$ cat config.mk
export PLATFORM = sky130hd
export DESIGN_NAME = usb_packet_receiver
export DESIGN_NICKNAME = d
export VERILOG_FILES = /design/src/rtl/usb_packet_receiver.sv
export SDC_FILE = /design/constraint.sdc
export NUM_CORES = 1
export LEC_CHECK = 0
export ABC_AREA = 0
export BUFFER_PORTS_ARGS = -buffer_cell sky130_fd_sc_hd__buf_2
export CAP_MARGIN = 20
export CORE_MARGIN = 1.5
export CORE_UTILIZATION = 63
export CTS_CLUSTER_DIAMETER = 80
export CTS_CLUSTER_SIZE = 10
export DETAILED_ROUTE_END_ITERATION = 10
export PLACE_DENSITY = 0.87
export SYNTH_ARGS = -nofsm -noshare
export SYNTH_HDL_FRONTEND = slang
export SYNTH_SLANG_ARGS = --single-unit
$ cat constraint.sdc
create_clock -name clock -period 4.94 [get_ports clock]
set_input_delay 0.494 -clock clock [delete_from_list [all_inputs] [get_ports clock]]
set_output_delay 0.494 -clock clock [all_outputs]
set_load 0.005 [all_outputs]
$ cat src/rtl/usb_packet_receiver.sv
// Host-side USB packet receiver: PID decode, DATA0/DATA1 payload capture,
// CRC16 residue check, data-toggle check and response timeout.
//
// state   | meaning
// IDLE    | waiting for rx_start
// ARMED   | response timer running, waiting for first bit
// PID     | shifting in the 8 PID bits
// HS_END  | handshake PID received, waiting for eop
// PAYLOAD | capturing data bytes and CRC16
// DRAIN   | bad packet, discarding bits until eop
// DONE    | data packet result cycle
module usb_packet_receiver #(
    parameter int MAX_BYTES      = 8,
    parameter int TIMEOUT_CYCLES = 255
) (
    input  logic                           clock,
    input  logic                           reset_n,
    input  logic                           rx_start,
    input  logic                           bit_in,
    input  logic                           bit_valid,
    input  logic                           eop,
    input  logic                           expected_toggle,
    output logic                           busy,
    output logic                           rec_ACK,
    output logic                           rec_NAK,
    output logic                           rec_STALL,
    output logic                           rec_DATA,
    output logic                           data_pid1,
    output logic                           data_valid,
    output logic                           crc_error,
    output logic                           pid_error,
    output logic                           seq_error,
    output logic                           overflow,
    output logic                           timeout,
    output logic [$clog2(MAX_BYTES+1)-1:0] byte_count,
    output logic [8*MAX_BYTES-1:0]         data_out
);

    localparam int NBITS = (MAX_BYTES + 2) * 8;
    localparam int DW    = 8 * MAX_BYTES;
    localparam int CW    = $clog2(NBITS + 1);
    localparam int BCW   = $clog2(MAX_BYTES + 1);
    localparam int TW    = (TIMEOUT_CYCLES > 1) ? $clog2(TIMEOUT_CYCLES) : 1;

    typedef enum logic [2:0] {
        IDLE, ARMED, PID, HS_END, PAYLOAD, DRAIN, DONE
    } state_t;

    state_t             state;
    logic [TW-1:0]      timer;
    logic [CW-1:0]      bit_cnt;
    logic [7:0]         pid_sr;
    logic [15:0]        crc;
    logic [NBITS-1:0]   buf_q;
    logic               exp_tog;
    logic               ovf_q;

    logic [7:0]         pid_next;
    logic [15:0]        crc_next;
    logic               fb;
    logic [CW-1:0]      shift_amt;
    logic [DW-1:0]      aligned;
    logic [CW-4:0]      bytes_rx;
    logic [BCW-1:0]     count_next;
    logic [DW-1:0]      data_next;
    logic               crc_bad;
    logic               seq_bad;

    assign busy = (state != IDLE);

    always_comb begin
        pid_next   = {bit_in, pid_sr[7:1]};
        fb         = bit_in ^ crc[15];
        crc_next   = {crc[14:0], 1'b0} ^ (fb ? 16'h8005 : 16'h0000);
        bytes_rx   = bit_cnt[CW-1:3];
        // Bits enter at the top of buf_q, so shift the received bits down to bit 0.
        shift_amt  = CW'(NBITS) - bit_cnt;
        aligned    = DW'(buf_q >> shift_amt);
        if (ovf_q)
            count_next = BCW'(MAX_BYTES);
        else if (bytes_rx >= (CW-3)'(2))
            count_next = BCW'(bytes_rx - (CW-3)'(2));
        else
            count_next = '0;
        data_next = '0;
        for (int i = 0; i < MAX_BYTES; i++)
            if (i < int'(count_next))
                data_next[8*i +: 8] = aligned[8*i +: 8];
        crc_bad = (crc != 16'h800D) || (bit_cnt[2:0] != 3'd0) || (bytes_rx < (CW-3)'(2));
        seq_bad = (pid_sr[3] != exp_tog);
    end

    always_ff @(posedge clock or negedge reset_n) begin
        if (!reset_n) begin
            state      <= IDLE;
            timer      <= '0;
            bit_cnt    <= '0;
            pid_sr     <= '0;
            crc        <= '0;
            buf_q      <= '0;
            exp_tog    <= 1'b0;
            ovf_q      <= 1'b0;
            rec_ACK    <= 1'b0;
            rec_NAK    <= 1'b0;
            rec_STALL  <= 1'b0;
            rec_DATA   <= 1'b0;
            data_pid1  <= 1'b0;
            data_valid <= 1'b0;
            crc_error  <= 1'b0;
            pid_error  <= 1'b0;
            seq_error  <= 1'b0;
            overflow   <= 1'b0;
            timeout    <= 1'b0;
            byte_count <= '0;
            data_out   <= '0;
        end else begin
            rec_ACK    <= 1'b0;
            rec_NAK    <= 1'b0;
            rec_STALL  <= 1'b0;
            rec_DATA   <= 1'b0;
            data_valid <= 1'b0;
            crc_error  <= 1'b0;
            pid_error  <= 1'b0;
            seq_error  <= 1'b0;
            overflow   <= 1'b0;
            timeout    <= 1'b0;
            case (state)
                IDLE: begin
                    if (rx_start) begin
                        exp_tog <= expected_toggle;
                        timer   <= TW'(TIMEOUT_CYCLES - 1);
                        state   <= ARMED;
                    end
                end
                ARMED: begin
                    if (bit_valid) begin
                        pid_sr  <= pid_next;
                        bit_cnt <= CW'(1);
                        state   <= PID;
                    end else if (eop) begin
                        pid_error <= 1'b1;
                        state     <= IDLE;
                    end else if (timer == '0) begin
                        timeout <= 1'b1;
                        state   <= IDLE;
                    end else begin
                        timer <= timer - TW'(1);
                    end
                end
                PID: begin
                    if (bit_valid) begin
                        pid_sr <= pid_next;
                        if (bit_cnt == CW'(7)) begin
                            bit_cnt <= '0;
                            crc     <= 16'hFFFF;
                            ovf_q   <= 1'b0;
                            if (pid_next[7:4] != ~pid_next[3:0]) begin
                                pid_error <= 1'b1;
                                state     <= DRAIN;
                            end else begin
                                case (pid_next[3:0])
                                    4'b0010, 4'b1010, 4'b1110: state <= HS_END;
                                    4'b0011, 4'b1011:          state <= PAYLOAD;
                                    default: begin
                                        pid_error <= 1'b1;
                                        state     <= DRAIN;
                                    end
                                endcase
                            end
                        end else begin
                            bit_cnt <= bit_cnt + CW'(1);
                        end
                    end else if (eop) begin
                        pid_error <= 1'b1;
                        state     <= IDLE;
                    end
                end
                HS_END: begin
                    if (bit_valid) begin
                        pid_error <= 1'b1;
                        state     <= DRAIN;
                    end else if (eop) begin
                        rec_ACK   <= (pid_sr[3:0] == 4'b0010);
                        rec_NAK   <= (pid_sr[3:0] == 4'b1010);
                        rec_STALL <= (pid_sr[3:0] == 4'b1110);
                        state     <= IDLE;
                    end
                end
                PAYLOAD: begin
                    if (bit_valid) begin
                        crc <= crc_next;
                        if (bit_cnt < CW'(NBITS)) begin
                            buf_q   <= {bit_in, buf_q[NBITS-1:1]};
                            bit_cnt <= bit_cnt + CW'(1);
                        end else if (!ovf_q) begin
                            ovf_q    <= 1'b1;
                            overflow <= 1'b1;
                        end
                    end else if (eop) begin
                        // Results are registered here so they appear the cycle after eop.
                        rec_DATA   <= 1'b1;
                        data_pid1  <= pid_sr[3];
                        byte_count <= count_next;
                        data_out   <= data_next;
                        crc_error  <= crc_bad;
                        seq_error  <= seq_bad;
                        data_valid <= !crc_bad && !ovf_q && !seq_bad;
                        state      <= DONE;
                    end
                end
                DRAIN: begin
                    if (eop)
                        state <= IDLE;
                end
                DONE: begin
                    state <= IDLE;
                end
                default: state <= IDLE;
            endcase
        end
    end

endmodule

After elaboration in Yosys (flattened, before gate mapping)
Index checks and enable logic that the tools add are counted.
{"block": "totals", "ff_bits": 203, "in_bits": 7, "out_inout_bits": 80}
{"block": "classes", "addsub": 4, "order_cmp": 11, "eq_ne": 31, "shifts": 1, "muxes": 79, "n_bitwise": 4, "reduce_logical": 27}
{"operator": "$mux 8", "n": 12}
{"operator": "$shr 80x7->64", "n": 1}
{"operator": "$mux 16", "n": 4}
{"operator": "$mux 1", "n": 38}
{"operator": "$mux 7", "n": 5}
{"operator": "$mux 3", "n": 11}
{"operator": "$pmux 16 s2", "n": 1}
{"operator": "$ne 2x2->1 const B", "n": 12}
{"operator": "$pmux 7 s3", "n": 1}
{"operator": "$eq 4x4->1 const B", "n": 5}
{"operator": "$reduce_and 5->1", "n": 4}
{"operator": "$pmux 3 s6", "n": 1}
{"operator": "$lt 3x4->1 const A", "n": 4}
{"operator": "$ne 16x16->1 const B", "n": 1}
{"operator": "$pmux 8 s2", "n": 1}
{"operator": "$xor 16x16->16", "n": 1}
{"operator": "$eq 4x2->1 const B", "n": 3}
{"operator": "$reduce_bool 3->1", "n": 3}
{"operator": "$logic_not 8->1", "n": 1}
{"operator": "$lt 1x4->1 const A", "n": 2}
{"operator": "$lt 2x4->1 const A", "n": 2}
{"operator": "$mux 4", "n": 2}
{"operator": "$sub 8x1->8 const B", "n": 1}
{"operator": "$add 7x1->7 const B", "n": 1}
{"operator": "other kinds (30)", "n": 40}

Depth between registers and ports, before layout
{"block": "logic_depth", "depth_word": 9, "depth_mapped": 17, "depth_no_buf": 9}

Least setup slack after synthesis
No wires, ideal clock.
{"block": "synth_path", "path_type": "reg2reg", "start": "register bit_cnt[0]", "end": "register data_out[13]", "setup_ns": 0.135, "t_arrival_ns": 3.757, "t_required_ns": 4.805, "path_slack_ns": 1.048, "path_stages_with_launch": 18, "n_path_buf": 10, "synth_period_minus_slack_ns": 3.892, "cell_sequence": "dfrtp_1 > inv_2 > buf_2 > buf_4 > buf_2 > buf_2 > ha_1 > ha_1 > buf_2 > inv_1 > buf_2 > buf_2 > buf_2 > buf_2 > clkbuf_1 > o211ai_1 > o211ai_1 > nand4_1"}
{"block": "synth_via", "elab_chain_len": 3}
{"element": "from (decl)", "line": "51", "rtl": "logic [CW-1:0] bit_cnt;"}
{"element": "from (signal assigned)", "line": "171", "rtl": "bit_cnt <= bit_cnt + CW'(1);"}
{"element": "from (signal assigned)", "line": "194", "rtl": "bit_cnt <= bit_cnt + CW'(1);"}
{"element": "$sub 7x7->7", "line": "77", "rtl": "shift_amt = CW'(NBITS) - bit_cnt;"}
{"element": "$shr 80x7->64", "line": "78", "rtl": "aligned = DW'(buf_q >> shift_amt);"}
{"element": "$mux 8", "line": "87", "rtl": "if (i < int'(count_next))"}
{"element": "to (signal assigned)", "line": "204", "rtl": "data_out <= data_next;"}
{"element": "to (decl)", "line": "36", "rtl": "output logic [8*MAX_BYTES-1:0] data_out"}
No other way between the ends.
A chain may end at the register's enable or synchronous reset.

Final worst setup path
{"block": "layout_path", "start": "register bit_cnt[1]", "end": "register data_out[6]"}
Same word-level chain as after synthesis.

==> flow_metrics.env <==
export IMPL_synth_seq_area_share=0.349
export IMPL_dp_cells=1634
export IMPL_clk_pin_slew_worst_paths_ns=0.06
export IMPL_syn_num_nets=1354
export IMPL_synthTopCellsByArea="dfrtp_1, mux2_2, mux2i_1, mux4_2, nand2_1"
export IMPL_via_count=12000
export IMPL_p_switching_w=0.00368
export IMPL_final_nets=1392
export IMPL_first_global_vias=11600
export IMPL_sw_frac_of_total=0.450
export IMPL_drive_gt1_frac=0.296
export IMPL_maxCapViolCount=0
export IMPL_setup_tns_final_ns=0
export IMPL_wl_per_cell_um=27.1
export IMPL_critPathLaunchType="register"
export IMPL_clkSinkCount=203
export IMPL_power_density_nw_per_um2=521
export IMPL_cts_hold_buf=0
export IMPL_syn_area_um2=14500
export IMPL_max_vdd_ir_drop_uv=333
export IMPL_worst_ep_required_time_ns=5.31
export IMPL_ys_types=97
export IMPL_instances_no_fill=1662
export IMPL_diodes=0
export IMPL_arrival_ns=4.54
export IMPL_dr_pass1_iters=7
export IMPL_antenna_found_initial=0
export IMPL_ctsResizeCount=0
export IMPL_synth_cells=1338
export IMPL_leakage_nw=7.05
export IMPL_htree_levels=1
export IMPL_drc=0
export IMPL_totalWireLength_um=45000
export IMPL_grt_pass1_wl_um=69600
export IMPL_initial_utilization=0.642
export IMPL_cts_tree="built"
export IMPL_seq_power_share=0.260
export IMPL_rows=55
export IMPL_comb_power_share=0.552
export IMPL_hold_viol_final=0
export IMPL_postSynthAreaPerCell_um2=10.9
export IMPL_clock_skew_ns=0.0213
export IMPL_io_buffers=86
export IMPL_drt_initial_drc_count=1476
export IMPL_ys_flop_type="dfrtp_1"
export IMPL_die_h_um=155
export IMPL_synth_area_leader_cell="dfrtp_1"
export IMPL_io_pins=87
export IMPL_die_area_um2=24000
export IMPL_grt_max_degree=116
export IMPL_clk_latency_ns=0.55
export IMPL_finalSetupViolCount=0
export IMPL_syn_to_final_growth_pct=7.86
export IMPL_worst_slew_pin_slew_ns=1.09
export IMPL_ys_ff_latch=203
export IMPL_post_cts_buffers=0
export IMPL_internal_power_w=0.00449
export IMPL_rsz0062_at_grt="no"
export IMPL_cts_buffers=24
export IMPL_p_total_w=0.00818
export IMPL_synth_warnings=0
export IMPL_fin_crit_sh=0.844
export IMPL_whs_ns=0.0813
export IMPL_layout_commonest_cell="dfrtp_1"
export IMPL_grt_use_total=0.379
export IMPL_timing_max_slew_rel_slack=0.270
export IMPL_core_area_um2=22600
export IMPL_fillCellCount=1643
export IMPL_fmax_ghz=0.240
export IMPL_final_cell_mix="dfrtp_1, mux2_2, mux2i_1"
export IMPL_hold_class="input port to async pin"
export IMPL_fin_crit_ns=4.17
export IMPL_drtAntennaViolNets=0
export IMPL_power_share_clock=0.188
export IMPL_outcome="finished, final reports clean"
export IMPL_ys_async_sr_fraction=1.00
export IMPL_grt_overflow=0
export IMPL_cts_root_buf="clkbuf_16"
export IMPL_die_w_um=155
export IMPL_slew_viol_final=0
export IMPL_crit_fanout=69
export IMPL_crit_path_end_kind="register"
export IMPL_gp_congestion=1.07
export IMPL_cts_path_max_buffers=3
export IMPL_yosysTopAreaCellShare=0.349
export IMPL_via_per_inst=7.25
export IMPL_synth_edf_count=0
export IMPL_path_class="register to register"
export IMPL_dp_hpwl_um=32500
## critical path, stage by stage (launching register included)
cell and delay (ns):
dfrtp_1 0.61, inv_1 0.16, ha_4 0.84, buf_4 0.42, mux4_2 0.56, a211o_1 0.31
o311a_1 0.16, o21ai_0 0.68, o2111ai_1 0.20
## flip-flops by register name (all words and copies together) (netlist names), 3 cells and up
| name | cells |
|---|---|
| bit_cnt | 7 |
| buf_q | 80 |
| byte_count | 4 |
| crc | 16 |
| data_out | 64 |
| pid_sr | 8 |
| state | 3 |
| timer | 8 |
## per-stage QoR
stage,instance area (µm²),utilization,worst slack (ns)
floorplan,14500,-,1.05
global placement,15000,0.663,0.989
detailed placement,15000,0.663,0.910
CTS,15700,0.692,0.877
global route,15700,0.693,0.604
finish,15700,0.693,0.772
## final timing paths
kind,end,slack [ns],cells after the start,from
worst max-delay path,data_out[6],0.77,8,bit_cnt[1]
worst min-delay path,pid_sr[5],0.08,1,reset_n
max in group asynchronous,buf_q[34],3.70,2,reset_n
worst max register to register,data_out[6],0.77,8,bit_cnt[1]
min in group clock,exp_tog,0.19,2,expected_toggle
worst min register to register,data_out[63],0.47,2,data_out[63]
## logic make-up after synthesis
family / after synthesis / share of synthesized area
flops: 203 / 0.349
compound gates: 277 / 0.139
mux: 388 / 0.330
buf+inv: 119 / 0.0441
simple gates: 326 / 0.117
fa+ha+maj: 9 / 0.00774
xor+xnor: 16 / 0.0120
## cell usage after synthesis (21+ instances only)
cell,number
mux2_2,193
inv_1,21
dfrtp_1,203
o21ai_0,53
a21oi_1,35
clkbuf_1,35
nor3_1,22
mux2i_1,143
buf_2,32
nor2_1,64
mux4_2,44
nand2_1,115
## routing by layer
metal | part of all wire | routed length, µm | vias to the layer above | track usage
met2 | 0.43 | 19300 | 777 | 0.556
met5 | 0.0010 | 45 | - | 0.0145
li1 | - | - | 5192 | -
met3 | 0.12 | 5550 | 189 | 0.112
met4 | 0.054 | 2440 | 2 | 0.179
met1 | 0.39 | 17700 | 5883 | 0.516
## power by group through the flow
| stage | Clock [W] | Sequential, W | Combinational, W |
|---|---|---|---|
| 2_1_floorplan | 0 | 0.00202 | 0.00356 |
| 3_3_place_gp | 0 | 0.00213 | 0.00428 |
| 3_5_place_dp | 0 | 0.00214 | 0.00434 |
| 4_1_cts | 0.00156 | 0.00211 | 0.00436 |
| 5_1_grt | 0.00163 | 0.00215 | 0.00472 |
| 6_report | 0.00154 | 0.00212 | 0.00452 |
## area by class of cell
class	instances	area, µm²	area share
inverters	23	87.6	0.00558
clock inverters	2	38.8	0.00247
flip-flops and latches	203	5080	0.324
multi-input cells	1016	8880	0.566
repair buffers	108	637	0.0406
well taps	285	357	0.0227
clock buffers	25	604	0.0385
(Power assumes the default switching activity.)
